**src/rtl/mii_rx_ctrl.sv**
```systemverilog
// Receive-frame controller: turns the byte stream from the mii assembler into
// Ethernet frames, checking preamble/SFD, capturing the header, filtering on the
// destination address and forwarding payload+FCS bytes with frame status pulses.
module mii_rx_ctrl #(
  parameter logic [47:0] MAC_ADDR = 48'h54_ff_01_21_23_24,
  parameter bit          PROMISC  = 1'b0,
  parameter logic [7:0]  PRE_BYTE = 8'hAA,
  parameter logic [7:0]  SFD_BYTE = 8'hBA,
  parameter int unsigned MIN_PRE  = 7,
  parameter int unsigned MIN_LEN  = 4
) (
  input  logic        i_mii_clk,
  input  logic        i_reset,
  input  logic        i_dv,
  input  logic        i_rdy,
  input  logic [7:0]  i_q,
  output logic        o_frame_start,
  output logic [47:0] o_dst,
  output logic [47:0] o_src,
  output logic [15:0] o_etype,
  output logic        o_addr_match,
  output logic [7:0]  o_dout,
  output logic        o_dout_valid,
  output logic [15:0] o_frame_len,
  output logic        o_frame_end,
  output logic        o_frame_ok,
  output logic        o_err
);

  localparam logic [2:0] S_IDLE = 3'd0;
  localparam logic [2:0] S_PRE  = 3'd1;
  localparam logic [2:0] S_DST  = 3'd2;
  localparam logic [2:0] S_SRC  = 3'd3;
  localparam logic [2:0] S_TYPE = 3'd4;
  localparam logic [2:0] S_PAY  = 3'd5;
  localparam logic [2:0] S_DROP = 3'd6;

  // The preamble counter saturates at 15, so larger minimums clamp there.
  localparam logic [3:0]  MIN_PRE_C = 4'((MIN_PRE > 15) ? 15 : MIN_PRE);
  localparam logic [15:0] MIN_LEN_C = 16'((MIN_LEN > 16'hFFFF) ? 16'hFFFF : MIN_LEN);

  logic [2:0]  r_state;
  logic        r_rdy_q;
  logic [3:0]  r_pre_cnt;
  logic [2:0]  r_fcnt;
  logic        r_frame_start;
  logic [47:0] r_dst;
  logic [47:0] r_src;
  logic [15:0] r_etype;
  logic        r_addr_match;
  logic [7:0]  r_dout;
  logic        r_dout_valid;
  logic [15:0] r_frame_len;
  logic        r_frame_end;
  logic        r_frame_ok;
  logic        r_err;

  logic        w_acc;
  logic [47:0] w_dst_shift;
  logic        w_dst_match;

  // Byte acceptance strobe and the address filter on the next destination value.
  always_comb begin
    w_acc       = i_rdy & ~r_rdy_q & i_dv;
    w_dst_shift = {r_dst[39:0], i_q};
    w_dst_match = (w_dst_shift == MAC_ADDR) || (w_dst_shift == 48'hFFFF_FFFF_FFFF);
  end

  // Frame sequencing, header capture and registered outputs.
  always_ff @(posedge i_mii_clk or posedge i_reset) begin
    if (i_reset) begin
      r_state       <= S_IDLE;
      r_rdy_q       <= 1'b0;
      r_pre_cnt     <= 4'd0;
      r_fcnt        <= 3'd0;
      r_frame_start <= 1'b0;
      r_dst         <= 48'd0;
      r_src         <= 48'd0;
      r_etype       <= 16'd0;
      r_addr_match  <= 1'b0;
      r_dout        <= 8'd0;
      r_dout_valid  <= 1'b0;
      r_frame_len   <= 16'd0;
      r_frame_end   <= 1'b0;
      r_frame_ok    <= 1'b0;
      r_err         <= 1'b0;
    end else begin
      r_rdy_q       <= i_rdy;
      r_frame_start <= 1'b0;
      r_dout_valid  <= 1'b0;
      r_frame_end   <= 1'b0;
      r_err         <= 1'b0;
      if (!i_dv) begin
        // dv low ends any frame; a coincident byte strobe is discarded.
        if (r_state != S_IDLE) begin
          r_state <= S_IDLE;
          unique case (r_state)
            S_PAY: begin
              r_frame_end <= 1'b1;
              r_frame_ok  <= (r_frame_len >= MIN_LEN_C);
            end
            S_DST, S_SRC, S_TYPE: r_err <= 1'b1;
            default: ;
          endcase
        end
      end else if (w_acc) begin
        unique case (r_state)
          S_IDLE: begin
            if (i_q == PRE_BYTE) begin
              r_state   <= S_PRE;
              r_pre_cnt <= 4'd1;
            end else begin
              r_state <= S_DROP;
              r_err   <= 1'b1;
            end
          end
          S_PRE: begin
            if (i_q == PRE_BYTE) begin
              if (r_pre_cnt != 4'hF) r_pre_cnt <= r_pre_cnt + 4'd1;
            end else if ((i_q == SFD_BYTE) && (r_pre_cnt >= MIN_PRE_C)) begin
              r_state       <= S_DST;
              r_fcnt        <= 3'd0;
              r_frame_start <= 1'b1;
              r_dst         <= 48'd0;
              r_src         <= 48'd0;
              r_etype       <= 16'd0;
              r_frame_len   <= 16'd0;
              r_addr_match  <= 1'b0;
            end else begin
              r_state <= S_DROP;
              r_err   <= 1'b1;
            end
          end
          S_DST: begin
            r_dst        <= w_dst_shift;
            r_addr_match <= w_dst_match;
            if (r_fcnt == 3'd5) begin
              r_state <= S_SRC;
              r_fcnt  <= 3'd0;
            end else begin
              r_fcnt <= r_fcnt + 3'd1;
            end
          end
          S_SRC: begin
            r_src <= {r_src[39:0], i_q};
            if (r_fcnt == 3'd5) begin
              r_state <= S_TYPE;
              r_fcnt  <= 3'd0;
            end else begin
              r_fcnt <= r_fcnt + 3'd1;
            end
          end
          S_TYPE: begin
            r_etype <= {r_etype[7:0], i_q};
            if (r_fcnt == 3'd1) begin
              r_fcnt  <= 3'd0;
              // Filtered frames are dropped without an error indication.
              r_state <= (r_addr_match | PROMISC) ? S_PAY : S_DROP;
            end else begin
              r_fcnt <= r_fcnt + 3'd1;
            end
          end
          S_PAY: begin
            r_dout       <= i_q;
            r_dout_valid <= 1'b1;
            if (r_frame_len != 16'hFFFF) r_frame_len <= r_frame_len + 16'd1;
          end
          S_DROP: ;
          default: r_state <= S_IDLE;
        endcase
      end
    end
  end

  assign o_frame_start = r_frame_start;
  assign o_dst         = r_dst;
  assign o_src         = r_src;
  assign o_etype       = r_etype;
  assign o_addr_match  = r_addr_match;
  assign o_dout        = r_dout;
  assign o_dout_valid  = r_dout_valid;
  assign o_frame_len   = r_frame_len;
  assign o_frame_end   = r_frame_end;
  assign o_frame_ok    = r_frame_ok;
  assign o_err         = r_err;

endmodule

```
**config.mk**
```make
export PLATFORM = sky130hd
export DESIGN_NAME = mii_rx_ctrl
export DESIGN_NICKNAME = d
export VERILOG_FILES = /design/src/rtl/mii_rx_ctrl.sv
export SDC_FILE = /design/constraint.sdc
export NUM_CORES = 1
export LEC_CHECK = 0
export CORE_MARGIN = 4
export CORE_UTILIZATION = 40
export DETAILED_ROUTE_END_ITERATION = 10
export GPL_TIMING_DRIVEN = 0
export PLACE_DENSITY = 0.66
export SLEW_MARGIN = 5
export SYNTH_ARGS = -nofsm -noshare
export SYNTH_HDL_FRONTEND = slang
export SYNTH_SLANG_ARGS = --single-unit
```
**constraint.sdc**
```tcl
create_clock -name i_mii_clk -period 14.3 [get_ports i_mii_clk]
set_input_delay 2.86 -clock i_mii_clk [delete_from_list [all_inputs] [get_ports i_mii_clk]]
set_output_delay 2.86 -clock i_mii_clk [all_outputs]
set_load 0.03 [all_outputs]
```
# Word-level counts from Yosys, hierarchy flattened
# Index checks and enable logic that the tools add are counted.
# totals
register_bits	153
inputBits	12
word_cells	123
# op_classes
addsub	3
magnitude_cmp	2
eq_ne	26
muxes	50
bitwise	4
reduce_logical	23
# ops
cell	count
48-bit case mux with 2 select lines	2
48-bit two-way mux	2
16-bit case mux with 2 select lines	2
48-bit by 47-bit equality test with 1-bit output, second input constant	1
48-bit equality test, second input constant	1
16-bit two-way mux	3
3-bit two-way mux	13
5-bit AND reduction	4
1-bit two-way mux	19
3-bit case mux with 6 select lines	1
16-bit by 1-bit adder with 16-bit output, second input constant	1
8-bit equality test, second input constant	2
16-bit by 3-bit greater-or-equal comparator with 1-bit output, second input constant	1
16-bit inequality test, second input constant	1
2-bit inequality test, second input constant	7
3-bit equality test, second input constant	4
4-bit two-way mux	3
3-bit inequality test, second input constant	4
6-bit AND reduction	2
2-bit nonzero test	6
3-bit case mux with 3 select lines	1
4-bit case mux with 2 select lines	1
7-bit AND reduction	1
3-bit by 1-bit equality test with 1-bit output, second input constant	2
other kinds (17)	24

# Depth between registers and ports, before layout
# Gate-level depths: netlist (run 1).
# depth
ltp_word	7
ltp_mapped	9
depth_no_buf	6

# Worst setup path after synthesis (run 1)
# Ideal clock, no wire load.
# synth_timing
path_type	input port to flip-flop
startpoint	input i_q[6]
endpoint	register r_dst[10], in the netlist o_dst[10]
setup_time_ps	127
arrival_time_ps	4183
required_ps	14173
path_slack_ps	9991
cell_stages	7
path_buffers	2
cell_sequence	nor4b_2 and3_1 a21oi_1 nor2_1 clkbuf_2 buf_2 o21ai_0
# synth_via
elab_chain_len	4
elab_cells_between_ends	6
cone_classes	4 x eq/ne; 2 x reduce/logical
# synth_lines
element	line	source
start: declaration	16	input logic [7:0] i_q,
8-bit equality test	120	end else if ((i_q == SFD_BYTE) && (r_pre_cnt >= MIN_PRE_C)) begin
1-bit logical AND	120	
2-bit inequality test (no source line)	n/a	
5-bit AND reduction (no source line) (*)	n/a	
end signal: assignment	135	r_dst <= w_dst_shift;
end: declaration	47	logic [47:0] r_dst;
# Every way passes the cells marked *; elsewhere a longest branch is shown, timed or not.
# A chain may end at the register's enable or synchronous reset.

# Worst setup path in the final report (run 1)
# layout_timing
startpoint	input i_q[7]
endpoint	register r_dst[14], in the netlist o_dst[14]
# The elaborated chain is that of the path after synthesis.

==> impl_metrics.toml, run 1 <==
[critical_path]
r2r_slack_ns = 11.82
crit_buf_inv = 3
cp_slowest_cell = "clkdlybuf4s50_1"
crit_family = "buffers and inverters"
r2r_end = "o_src[1]"
r2r-start = "r_pre_cnt[0]"
crit_type = "in2reg"
max_stage_delay_ns = 0.75
worstPathMaxFanout = 10
worstRegToRegCells = 8
cp_data_required_time_ns = 14.60
crit_chain = "clkdlybuf4s50_1, nor4b_2, and3_1, a21oi_1, nor2_1, clkbuf_2, buf_2, o21ai_0"
startpoint_type = "primary input"
end_kind = "flop"
crit_arrival_ns = 5.40

[placed_design]
port_buffers = 153
dp_cells = 1098
place_area_um2 = 8700
hpwl_mm = 13.6
gp_congestion = 0.857

[routing]
drtIter0Drc = 316
wl_mm = 19.4
drc_errors = 0
dr.pass1.iters = 5
route.vias.total = 5986
drtAntennaViolNets = 0
via_per_inst = 5.30
wl_per_cell_um = 17.2

[logic_synthesis]
synth_common_cells = "dfrtp_1, nand2_1, o21ai_0, nand3_1, inv_1"
synth_compound_area_share_pct = 15.7
ys.flop_type = "dfrtp_1"
syn-num-nets = 741
synthAdderAreaFrac_pct = 0.912
ys_seq_elements = 153
synth_edf_count = 0
synth_top_family_by_area = "simple AND/OR/NAND/NOR gates"
avgSynthCellArea_um2 = 9.47
synth_top_area_share_pct = 55.8
yosysSeqAreaShare_pct = 55.8
synth.distinct_cells = 59
synth_area_leaders = "dfrtp_1, o21ai_0, nand2_1"
synth_area_um2 = 6860
netlist_instances = 724
synthSimpleGateAreaFrac_pct = 19.3
synthXorXnorAreaFrac_pct = 0.128
yosysMostFrequentCell = "dfrtp_1"
muxShareOfSynthArea_pct = 1.79
yosysWarnings = 0
synth_top_area_cell = "dfrtp_1"
async_flop_share_pct = 100

[timing]
rsz0062_at_grt = "false"
finalCritPeriodShare_pct = 35.7
tightest_slew_ns = 0.762
clock_skew_ns = 0.0103
setup_tns_ns = 0
min_period_ns = 5.10
setup-violations-final = 0
slew_headroom_pct = 49.0
drv_slew = 0
hold_violations = 0
timing.fmax_mhz = 196

[floorplanning]
die_h_um = 139
design.core.area_um2 = 16700
start_util_pct = 41.1
dieArea_um2 = 19300
floorplan.rows = 47
boundaryPins = 154
fp.dieW_um = 139

[hold_path]
hold_path_depth = 2
worstHoldPathType = "reg2reg"
min_from = "o_src[44]"
hold_path_end = "o_src[44]"

[clocking]
cts_buffers = 17
cts_tree = "built"
clock_path_buffers = 2
cts_setup_buffers = 0
cts-root-buf = "clkbuf_16"
clock_sinks = 153
clk_latency_ns = 0.42
cts_resized = 0
path_clk_slew_ns = 0.06
htreeDepth = 4
hold_buffers = 0

[global_routing]
grt_max_degree = 90
antenna_found_initial = 0
grt_first_pass_wirelength_mm = 31.2
grt_usage_pct = 20.0
grt_overflow = 0
grt_pass1_vias = 5814

[cells_and_area]
finalNonFillerCells = 1129
final_util_pct = 55.5
nNetsFinal = 914
diodes = 0
area_growth_pct = 35.3
fill_cells = 1545
finalInstanceArea_um2 = 9270
drive_gt1_share_pct = 7.04

[pwr]
power_leakage_nw = 3.89
ir_drop_uv = 101
cellPowerDensity_nw_per_um2 = 142
p_total_mw = 1.31

[run_status]
status = "complete, no violations"

[flow_run]
max_cap_violations = 0
## power by group
group	switching (mW)	leakage [nW]	internal [mW]
logic	0.185	1.69	0.126
registers	0.0709	1.92	0.488
clock network	0.185	0.271	0.258
## cell families (layout without fill, tap and decap cells)
| kind of cell | count (synthesis) | count (layout) |
|---|---|---|
| XOR/XNOR | 1 | 1 |
| AO/OA/AOI/OAI | 172 | 172 |
| AND/OR/NAND/NOR | 278 | 278 |
| flip-flops | 153 | 153 |
| multiplexers | 11 | 11 |
| buffers and inverters | 104 | 289 |
| adder cells (fa/ha/maj) | 5 | 5 |
## worst reg2reg max path: stages (launching register included)
cell and delay (ns):
dfrtp_1 0.40, ha_1 0.25, a21o_1 0.22, and3_1 0.25, o21ai_1 0.42, clkbuf_1 0.37, buf_2 0.31, nand2_1 0.08
o21ai_0 0.08
## cell type report
cell class	instances	area, um2	area share, %
tap	220	275	2.97
timing repair buffer	154	1560	16.8
clock inverter	13	146	1.58
multi-input combinational	467	2600	28.0
clock buffer	18	429	4.63
buffer	44	205	2.21
inverter	60	233	2.51
sequential	153	3830	41.3
## metal layers
| metal | global-route usage [%] | up-vias | share of wire [%] |
|---|---|---|---|
| li1 | - | 2871 | - |
| met2 | 32.0 | 162 | 47 |
| met5 | 0 | - | 0 |
| met1 | 27.3 | 2935 | 46 |
| met3 | 5.24 | 18 | 5.7 |
| met4 | 4.79 | 0 | 1.0 |
## placed cells by master (no fill, tap or decap), types with 3 or more instances in the layout
cell type,count
clkdlybuf4s50_1,153
dfrtp_1,153
nand2_1,136
o21ai_0,114
nand3_1,60
inv_1,58
clkbuf_1,30
a22o_1,21
clkbuf_16,17
nand4_1,16
nor2_1,15
nor4_1,12
mux2_2,10
or4_1,9
buf_2,8
nor3_1,7
a21oi_1,6
nand2b_1,5
ha_1,5
o211ai_1,4
clkinvlp_4,4
or3_1,3
o31ai_1,3
## worst max path at each step
stage                        end  slack [ns]  startpoint  depth (start not counted)
finish                 o_dst[14]        9.20      i_q[7]                          8
global route            o_src[2]        9.03      i_q[3]                          8
CTS                    o_dst[13]        9.19      i_q[7]                          8
detailed placement     o_dst[13]        8.76      i_q[7]                          8
global placement       o_dst[44]        5.12     i_reset                          2
floorplan           o_addr_match        7.32     i_reset                          1
## stage by stage
step	hold WS [ns]	worst slack (ns)
finish	0.476	9.20
global route	0.514	9.03
CTS	0.483	9.19
detailed placement	0.469	8.76
global placement	0.460	5.12
floorplan	0.470	7.32
## sequential cells by signal (all words and copies together) (netlist names)
name,flops
o_dst,48
o_src,48
o_etype,16
o_frame_len,16
o_dout,8
r_pre_cnt,4
r_fcnt,3
r_state,3
o_addr_match,1
o_dout_valid,1
o_err,1
o_frame_end,1
o_frame_ok,1
o_frame_start,1
r_rdy_q,1
No activity file was read; power rests on OpenSTA's default activity.
==> run 2: changes to the inputs <==
clock period = 5 ns   (was 14.3 ns; I/O delays follow)
==> run 2 against run 1 <==
Register-to-register slack got worse by 9.3 ns; first-iteration DRC count is 9.2% higher; core utilization is 0.31 points higher; sequential share of layout area shrank 0.23 points; sequential power rose to 2.9 times the previous value; clock-buffer cell count increased by 3; largest cell class unchanged.
==> impl_metrics.toml, run 2 (synthesized netlist as in run 1, its figures left out) <==
[pwr]
p_total_mw = 3.75
power_leakage_nw = 3.91
cellPowerDensity_nw_per_um2 = 402
ir_drop_uv = 290

[cells_and_area]
drive_gt1_share_pct = 7.34
area_growth_pct = 36.0
final_cell_mix = "clkdlybuf4s50_1, dfrtp_1, nand2_1"
fill_cells = 1493
finalNonFillerCells = 1133
nNetsFinal = 917
diodes = 0

[routing]
via_per_inst = 5.27
dr.pass1.iters = 5
wl_per_cell_um = 17.2
drtIter0Drc = 345
drtAntennaViolNets = 0
wl_mm = 19.4
drc_errors = 0
route.vias.total = 5976

[critical_path]
r2r_end = "o_src[17]"
r2r-start = "r_pre_cnt[0]"
cp_data_required_time_ns = 5.29
cp_slowest_cell = "clkdlybuf4s50_1"
startpoint_type = "primary input"
max_stage_delay_ns = 0.79
crit_type = "in2reg"
crit_arrival_ns = 3.57
r2r_slack_ns = 2.57
worstRegToRegCells = 8
crit_chain = "clkdlybuf4s50_1, nor4b_2, and3_1, a21oi_1, nor2_1, clkbuf_2, buf_2, o21ai_0"
setup.worst_path.end = "o_dst[8]"
crit_start = "i_q[7]"
end_kind = "flop"
worstPathMaxFanout = 10

[floorplanning]
fp.dieW_um = 139
die_h_um = 139
floorplan.rows = 47
design.core.area_um2 = 16700
start_util_pct = 41.1
boundaryPins = 154
dieArea_um2 = 19300

[global_routing]
grt_pass1_vias = 5715
grt_first_pass_wirelength_mm = 31.4
grtUsageMet1_pct = 28.1
grt_usage_pct = 20.2
grt_overflow = 0
grt_max_degree = 37
antenna_found_initial = 0
use_met2_pct = 32.4
grt_use_met3_pct = 4.00
busiest_layer = "met2"

[placed_design]
hpwl_mm = 13.8
dp_cells = 1101
port_buffers = 153
gp_congestion = 0.856

[timing]
min_period_ns = 3.28
timing.fmax_mhz = 305
drv_slew = 0
tightest_slew_ns = 0.710
setup-violations-final = 0
hold_violations = 0
rsz0062_at_grt = "false"
slew_headroom_pct = 52.6
clock_skew_ns = 0.00940
setup_tns_ns = 0
finalCritPeriodShare_pct = 65.5

[clocking]
hold_buffers = 0
clock_sinks = 153
cts-root-buf = "clkbuf_16"
clock_path_buffers = 2
cts_setup_buffers = 0
cts_resized = 0
clk_latency_ns = 0.42
cts_tree = "built"
path_clk_slew_ns = 0.06
cts_buffers = 17
htreeDepth = 4

[flow_run]
max_cap_violations = 0

[hold_path]
worstHoldPathType = "reg2reg"

[run_status]
status = "complete, no violations"
[run 2: changes by cell type in the layout (fill, tap and decap cells not counted)]
| cell | change |
|---|---|
| inv_8 | -1 |
| clkbuf_8 | +2 |
| bufinv_16 | -1 |
| buf_12 | +3 |
| inv_6 | +1 |
| clkbuf_1 | +1 |
| clkinvlp_4 | -1 |
[run 2: how the worst min path moves through the flow]
| stage | from | end | slack, ns | cells past startpoint |
|---|---|---|---|---|
| after floorplan | r_pre_cnt[3] | r_pre_cnt[3] | 0.47 | 1 |
| after global placement | o_src[41] | o_src[41] | 0.46 | 2 |
| after detailed placement | o_src[46] | o_src[46] | 0.47 | 2 |
| after CTS | o_src[46] | o_src[46] | 0.48 | 2 |
| after global routing | o_src[43] | o_src[43] | 0.52 | 2 |
| final | o_src[41] | o_src[41] | 0.48 | 2 |
[run 2: stage by stage]
step / setup slack (ns) / area [um2] / util [%] / hold slack, ns
after floorplan: 2.07 / 6860 / - / 0.470
after global placement: 0.694 / 8670 / 51.9 / 0.460
after detailed placement: 1.32 / 8750 / 52.4 / 0.470
after CTS: 1.73 / 9330 / 55.8 / 0.485
after global routing: 1.57 / 9330 / 55.8 / 0.515
final: 1.72 / 9330 / 55.8 / 0.478
[run 2: final cells by class]
| type | instances | area [um2] | share of cell area, % |
|---|---|---|---|
| buffer | 44 | 205 | 2.20 |
| clock buffer | 21 | 460 | 4.94 |
| clock inverter | 11 | 110 | 1.18 |
| inverter | 60 | 229 | 2.46 |
| multi-input combinational | 467 | 2600 | 27.9 |
| sequential | 153 | 3830 | 41.1 |
| tap | 220 | 275 | 2.95 |
| timing repair buffer | 157 | 1620 | 17.4 |
[run 2: critical path, delay by kind of cell]
family          cells  cell delay [ns]
simple gates        3             1.03
buf+inv             3             1.31
compound gates      2             0.21
[run 2: report_power, final]
part | switching, mW | internal (mW)
Sequential | 0.209 | 1.40
Combinational | 0.532 | 0.366
Clock | 0.526 | 0.719
[run 2: metal layers]
metal | vias to the layer above | wire length, um | share of wire, %
li1 | 2883 | - | -
met1 | 2856 | 8760 | 45
met2 | 214 | 9240 | 48
met3 | 23 | 1200 | 6.1
met4 | 0 | 236 | 1.2
met5 | - | 0 | 0
